`config.mk`:
```
export PLATFORM = sky130hd
export DESIGN_NAME = alu_share_ctrl
export DESIGN_NICKNAME = d
export VERILOG_FILES = /design/src/rtl/alu_ctrl_pkg.sv /design/src/rtl/rr_arbiter_2.sv /design/src/rtl/alu_share_ctrl.sv
export SDC_FILE = /design/constraint.sdc
export NUM_CORES = 1
export LEC_CHECK = 0
export BUFFER_PORTS_ARGS = -buffer_cell sky130_fd_sc_hd__buf_2
export CAP_MARGIN = 20
export CORE_AREA = 2 2 123 125
export CTS_CLUSTER_DIAMETER = 120
export DETAILED_ROUTE_END_ITERATION = 7
export DIE_AREA = 0 0 125 127
export GPL_TIMING_DRIVEN = 0
export PLACE_DENSITY = 0.85
export SLEW_MARGIN = 20
export SYNTH_ARGS = -nofsm -noshare
export SYNTH_HDL_FRONTEND = slang
export SYNTH_HIERARCHICAL = 1
export SYNTH_SLANG_ARGS = --single-unit
```
`constraint.sdc`:
```
create_clock -name clk -period 3.8 [get_ports clk]
set_input_delay 0.76 -clock clk [delete_from_list [all_inputs] [get_ports clk]]
set_output_delay 0.76 -clock clk [all_outputs]
set_load 0.05 [all_outputs]
```
`src/rtl/alu_ctrl_pkg.sv`:
```
// Shared definitions for the two-requester ALU sharing controller.
package alu_ctrl_pkg;

    // Sequencer states; the fourth 2-bit code is unused and recovers to idle.
    typedef enum logic [1:0] {
        ST_IDLE = 2'd0,
        ST_EXEC = 2'd1,
        ST_RESP = 2'd2
    } state_t;

    // Base opcodes carried in F[2:0].
    localparam logic [2:0] OP_AND   = 3'd0;
    localparam logic [2:0] OP_OR    = 3'd1;
    localparam logic [2:0] OP_ADD   = 3'd2;
    localparam logic [2:0] OP_SLT   = 3'd3;
    localparam logic [2:0] OP_NOTA  = 3'd4;
    localparam logic [2:0] OP_XOR   = 3'd5;
    localparam logic [2:0] OP_MUL   = 3'd6;
    localparam logic [2:0] OP_SHIFT = 3'd7;

    // F[3] inverts B and supplies carry-in inside the ALU.
    localparam int F_INVB = 3;

    // Multiplies need the longer operand hold time.
    function automatic logic is_mul(input logic [2:0] op);
        return op == OP_MUL;
    endfunction

endpackage

```
`src/rtl/rr_arbiter_2.sv`:
```
// Two-way round-robin grant; the last-grant history lives in the caller.
module rr_arbiter_2 (
    input  logic valid0,
    input  logic valid1,
    input  logic last_grant,
    output logic gnt0,
    output logic gnt1
);

    // Requester 0 wins when alone or when requester 1 was served last.
    always_comb begin
        gnt0 = valid0 & (~valid1 | last_grant);
        gnt1 = valid1 & ~gnt0;
    end

endmodule

```
`src/rtl/alu_share_ctrl.sv`:
```
// Shares one combinational ALU between two requesters: arbitrate, hold the
// operands for a function-dependent number of cycles, capture the result and
// hold it until the owning requester takes it.
module alu_share_ctrl
    import alu_ctrl_pkg::*;
#(
    parameter int WIDTH      = 32,
    parameter int FW         = 6,
    parameter int MUL_CYCLES = 3,
    parameter int ALU_CYCLES = 1
) (
    input  logic             clk,
    input  logic             reset,
    input  logic             req0_valid,
    output logic             req0_ready,
    input  logic [WIDTH-1:0] req0_a,
    input  logic [WIDTH-1:0] req0_b,
    input  logic [FW-1:0]    req0_f,
    output logic             rsp0_valid,
    input  logic             rsp0_ready,
    output logic [WIDTH-1:0] rsp0_y,
    input  logic             req1_valid,
    output logic             req1_ready,
    input  logic [WIDTH-1:0] req1_a,
    input  logic [WIDTH-1:0] req1_b,
    input  logic [FW-1:0]    req1_f,
    output logic             rsp1_valid,
    input  logic             rsp1_ready,
    output logic [WIDTH-1:0] rsp1_y,
    output logic [WIDTH-1:0] alu_a,
    output logic [WIDTH-1:0] alu_b,
    output logic [FW-1:0]    alu_f,
    input  logic [WIDTH-1:0] alu_y,
    output logic             busy
);

    localparam int MAX_CYC = (MUL_CYCLES > ALU_CYCLES) ? MUL_CYCLES : ALU_CYCLES;
    localparam int CW      = (MAX_CYC > 1) ? $clog2(MAX_CYC) : 1;
    localparam logic [CW-1:0] MUL_LOAD = CW'(MUL_CYCLES - 1);
    localparam logic [CW-1:0] ALU_LOAD = CW'(ALU_CYCLES - 1);

    state_t           state_q, state_d;
    logic [CW-1:0]    cnt_q, cnt_d;
    logic [WIDTH-1:0] alu_a_q, alu_a_d, alu_b_q, alu_b_d;
    logic [FW-1:0]    alu_f_q, alu_f_d;
    logic             owner_q, owner_d;
    logic             last_grant_q, last_grant_d;
    logic [WIDTH-1:0] rsp0_y_q, rsp0_y_d, rsp1_y_q, rsp1_y_d;
    logic             rsp0_valid_q, rsp0_valid_d, rsp1_valid_q, rsp1_valid_d;
    logic             busy_q, busy_d;
    logic             gnt0, gnt1;
    logic [FW-1:0]    sel_f;

    rr_arbiter_2 u_arb (
        .valid0     (req0_valid),
        .valid1     (req1_valid),
        .last_grant (last_grant_q),
        .gnt0       (gnt0),
        .gnt1       (gnt1)
    );

    assign req0_ready = (state_q == ST_IDLE) & gnt0;
    assign req1_ready = (state_q == ST_IDLE) & gnt1;
    assign sel_f      = gnt1 ? req1_f : req0_f;

    assign alu_a      = alu_a_q;
    assign alu_b      = alu_b_q;
    assign alu_f      = alu_f_q;
    assign rsp0_y     = rsp0_y_q;
    assign rsp1_y     = rsp1_y_q;
    assign rsp0_valid = rsp0_valid_q;
    assign rsp1_valid = rsp1_valid_q;
    assign busy       = busy_q;

    // Next-state logic: accept in idle, count down in exec, wait for the taker in resp.
    always_comb begin
        state_d      = state_q;
        cnt_d        = cnt_q;
        alu_a_d      = alu_a_q;
        alu_b_d      = alu_b_q;
        alu_f_d      = alu_f_q;
        owner_d      = owner_q;
        last_grant_d = last_grant_q;
        rsp0_y_d     = rsp0_y_q;
        rsp1_y_d     = rsp1_y_q;
        rsp0_valid_d = rsp0_valid_q;
        rsp1_valid_d = rsp1_valid_q;
        case (state_q)
            ST_IDLE: begin
                if (gnt0 | gnt1) begin
                    alu_a_d      = gnt1 ? req1_a : req0_a;
                    alu_b_d      = gnt1 ? req1_b : req0_b;
                    alu_f_d      = sel_f;
                    owner_d      = gnt1;
                    last_grant_d = gnt1;
                    cnt_d        = is_mul(sel_f[2:0]) ? MUL_LOAD : ALU_LOAD;
                    state_d      = ST_EXEC;
                end
            end
            ST_EXEC: begin
                if (cnt_q == '0) begin
                    if (owner_q) begin
                        rsp1_y_d     = alu_y;
                        rsp1_valid_d = 1'b1;
                    end else begin
                        rsp0_y_d     = alu_y;
                        rsp0_valid_d = 1'b1;
                    end
                    state_d = ST_RESP;
                end else begin
                    cnt_d = cnt_q - CW'(1);
                end
            end
            ST_RESP: begin
                if (owner_q ? rsp1_ready : rsp0_ready) begin
                    rsp0_valid_d = 1'b0;
                    rsp1_valid_d = 1'b0;
                    state_d      = ST_IDLE;
                end
            end
            default: begin
                rsp0_valid_d = 1'b0;
                rsp1_valid_d = 1'b0;
                state_d      = ST_IDLE;
            end
        endcase
        busy_d = (state_d != ST_IDLE);
    end

    // State, operand and result registers with synchronous reset.
    always_ff @(posedge clk) begin
        if (reset) begin
            state_q      <= ST_IDLE;
            cnt_q        <= '0;
            alu_a_q      <= '0;
            alu_b_q      <= '0;
            alu_f_q      <= '0;
            owner_q      <= 1'b0;
            last_grant_q <= 1'b1;
            rsp0_y_q     <= '0;
            rsp1_y_q     <= '0;
            rsp0_valid_q <= 1'b0;
            rsp1_valid_q <= 1'b0;
            busy_q       <= 1'b0;
        end else begin
            state_q      <= state_d;
            cnt_q        <= cnt_d;
            alu_a_q      <= alu_a_d;
            alu_b_q      <= alu_b_d;
            alu_f_q      <= alu_f_d;
            owner_q      <= owner_d;
            last_grant_q <= last_grant_d;
            rsp0_y_q     <= rsp0_y_d;
            rsp1_y_q     <= rsp1_y_d;
            rsp0_valid_q <= rsp0_valid_d;
            rsp1_valid_q <= rsp1_valid_d;
            busy_q       <= busy_d;
        end
    end

endmodule
```
==> insert_results.sql <==
INSERT INTO impl_metrics (metric_group, metric, value, unit) VALUES
('min_path', 'hold_depth', '2', ''),
('pwr', 'power.share.sequential', '32.7', '%'),
('floorplanning', 'chipHeight', '127', 'um'),
('worst_setup_path', 'critical_path.startpoint_type', 'input port', ''),
('floorplanning', 'num_rows', '44', ''),
('clock_network', 'clockRootBuffer', 'sky130_fd_sc_hd__clkbuf_16', ''),
('sta', 'min_cycle_time_layout', '2.897', 'ns'),
('drt', 'drt_iter0_markers', '316', ''),
('worst_setup_path', 'worstRegToRegCells', '5', ''),
('sta', 'fmax', '0.3451', 'GHz'),
('synthesis', 'synth_top_family_by_area', 'compound AO/OA/AOI/OAI gates', ''),
('global_routing', 'grt_antenna_before_repair', '0', ''),
('sta', 'timing.final.hold_violations', '0', ''),
('drt', 'drt_first_pass_iters', '4', ''),
('pwr', 'power.internal', '3.422', 'mW'),
('synthesis', 'synth-adder-area-share', '0.1996', '%'),
('clock_network', 'cts.htree.levels', '4', ''),
('drt', 'via_per_inst', '5.167', ''),
('drt', 'route.antenna.remaining_nets', '0', ''),
('clock_network', 'path_clk_slew', '0.06', 'ns'),
('pwr', 'clkPwrFrac', '31.8', '%'),
('synthesis', 'synth.area.mux_share', '11.34', '%'),
('global_routing', 'global_route_wire_length_before_repair', '29970', 'um'),
('floorplanning', 'start_util', '43.45', '%'),
('synthesis', 'synth_compound_gate_area_share', '26.77', '%'),
('pwr', 'comb_power_share', '35.5', '%'),
('clock_network', 'tritoncts_num_sinks', '143', ''),
('synthesis', 'synthesis.area', '6267', 'um2'),
('synthesis', 'synth.avg_cell_area', '9.481', 'um2'),
('synthesis', 'synth-edff-count', '0', ''),
('sta', 'setup_viol', '0', ''),
('cells_and_area', 'layout_common_cells', '337 x sky130_fd_sc_hd__buf_2, 143 x sky130_fd_sc_hd__dfxtp_1, 138 x sky130_fd_sc_hd__a21oi_1, 132 x sky130_fd_sc_hd__nand2_1, 71 x sky130_fd_sc_hd__mux2i_1', ''),
('clock_network', 'ctsLongestPathBuffers', '2', ''),
('worst_setup_path', 'worst_ep_arrival_time', '2.14', 'ns'),
('cells_and_area', 'design.final.nets', '1174', ''),
('floorplanning', 'die_width', '125', 'um'),
('sta', 'clock_skews', '0.008270', 'ns'),
('global_routing', 'first_global_vias', '5960', ''),
('synthesis', 'postSynth.asyncResetShare', '0', '%'),
('drt', 'totalWireLength', '19420', 'um'),
('pwr', 'power_density', '638.4', 'nW/um2'),
('worst_setup_path', 'cp.required', '3.04', 'ns'),
('worst_setup_path', 'critical_path.endpoint_type', 'output port', ''),
('global_routing', 'grtUsageTotal', '23.55', '%'),
('cells_and_area', 'layout.cells.non_filler', '1192', ''),
('drt', 'route.detailed.drc', '0', ''),
('placed_design', 'numPlacedInstances', '1160', ''),
('drt', 'avg_wl_per_cell', '16.29', 'um'),
('cells_and_area', 'proportion_of_layout_cells_with_a_drive_suffix_above_1', '44.44', '%'),
('placed_design', 'place_hpwl', '14780', 'um'),
('pwr', 'ir_worst_vdd', '353.6', 'uV'),
('clock_network', 'resize_count_post_cts', '0', ''),
('sta', 'worst_slew_pin_slew', '0.7438', 'ns'),
('global_routing', 'grt_overflow', '0', ''),
('clock_network', 'cts_tree', 'done', ''),
('pwr', 'power.static_leakage', '3.925', 'nW'),
('cells_and_area', 'insertedDiodeCount', '0', ''),
('clock_network', 'post-cts-setup-buffers', '0', ''),
('global_routing', 'grt_start_max_net_pins', '17', ''),
('synthesis', 'syn_nets', '840', ''),
('sta', 'slew_headroom', '50.41', '%'),
('min_path', 'worst_hold_path_type', 'flip-flop to flip-flop', ''),
('clock_network', 'clk_latency', '0.42', 'ns'),
('floorplanning', 'die_area', '15880', 'um2'),
('worst_setup_path', 'timing.setup.critical_path_class', 'input port to output port', ''),
('worst_setup_path', 'timing.critical_path.fanout_max', '10', ''),
('floorplanning', 'core_region_area', '14420', 'um2'),
('sta', 'timing_max_transition_violations_final', '0', ''),
('synthesis', 'post_synth_and_or_nand_nor_area_fraction', '10.24', '%'),
('status', 'run_status', 'complete, no violations', ''),
('clock_network', 'cts_hold_buffers', '0', '');
[final timing paths]
kind / end / startpoint / slack (ns)
worst min register to register: rsp1_y[4] / rsp1_y[4] / 0.45
worst min-delay path: rsp1_y[4] / rsp1_y[4] / 0.45
worst max register to register: alu_a[31] / last_grant_q / 1.63
worst max-delay path: req1_ready / req0_valid / 0.90
[synth_stat cells, types with 2 or more instances]
cell type	n	share of area (%)
sky130_fd_sc_hd__a21oi_1	138	11
sky130_fd_sc_hd__buf_2	22	1.8
sky130_fd_sc_hd__a211oi_2	70	14
sky130_fd_sc_hd__buf_1	6	0.36
sky130_fd_sc_hd__nand3b_1	3	0.36
sky130_fd_sc_hd__nand2b_1	2	0.20
sky130_fd_sc_hd__clkbuf_1	29	1.7
sky130_fd_sc_hd__nand2_1	132	7.9
sky130_fd_sc_hd__mux2i_1	71	11
sky130_fd_sc_hd__buf_6	8	1.4
sky130_fd_sc_hd__inv_1	6	0.36
sky130_fd_sc_hd__nor2_1	3	0.18
sky130_fd_sc_hd__a221oi_1	3	0.42
sky130_fd_sc_hd__dfxtp_1	143	46
[registers in the layout (all words and copies together) (netlist names)]
register      cells
busy              1
cnt_q             2
rsp1_y           32
owner_q           1
state_q           2
rsp0_y           32
last_grant_q      1
alu_a            32
alu_f             6
rsp1_valid        1
alu_b            32
rsp0_valid        1
[worst max-delay path: stages]
cell and delay (ns):
sky130_fd_sc_hd__buf_2 0.10, sky130_fd_sc_hd__a21boi_0 0.41, sky130_fd_sc_hd__buf_2 0.38, sky130_fd_sc_hd__and2_1 0.20, sky130_fd_sc_hd__buf_2 0.29
[stage by stage]
stage	hold WS (ns)	util [%]	worst slack (ns)	power [mW]	instance area [um2]
floorplan	0.4540	-	1.325	3.314	6267
global placement	0.4393	55.98	0.9462	3.779	8074
detailed placement	0.4431	55.98	0.9341	3.817	8074
CTS	0.4512	60.39	0.9371	5.577	8711
global route	0.4708	60.39	0.8453	5.786	8711
finish	0.4485	60.39	0.9026	5.561	8711
[final cells by class]
cell class              count  area [um2]
well taps                 184       230.2
fillers                  1267        5713
repair buffers            315        1577
inverters                   6       22.52
clock inverters             8       125.1
flip-flops and latches    143        2863
multi-input cells         446        3043
clock buffers              24       511.7
plain buffers              66       339.1
[cells by family (layout without fill, tap and decap cells)]
| family | after synthesis | after routing |
|---|---|---|
| adders and majority gates | 1 | 1 |
| and+or+nand+nor | 152 | 152 |
| AOI/OAI and AO/OA | 222 | 222 |
| DFF | 143 | 143 |
| muxes | 71 | 71 |
| buffers and inverters | 72 | 419 |
[power groups by stage]
stage	sequential [mW]	combinational [mW]	clock, mW
finish	1.82	1.97	1.77
global route	1.84	2.09	1.85
CTS	1.82	1.98	1.78
detailed placement	1.84	1.97	0
global placement	1.84	1.94	0
floorplan	2.52	0.794	0
[routing by layer]
layer	up-vias	GRT usage, %	share of wire, %
met5	-	0	0
met4	0	11.18	3.6
met3	52	5.988	6.6
met2	230	39.67	49
met1	2861	28.30	41
li1	3016	-	-
Note: power is estimated with default switching activity, not from simulation.
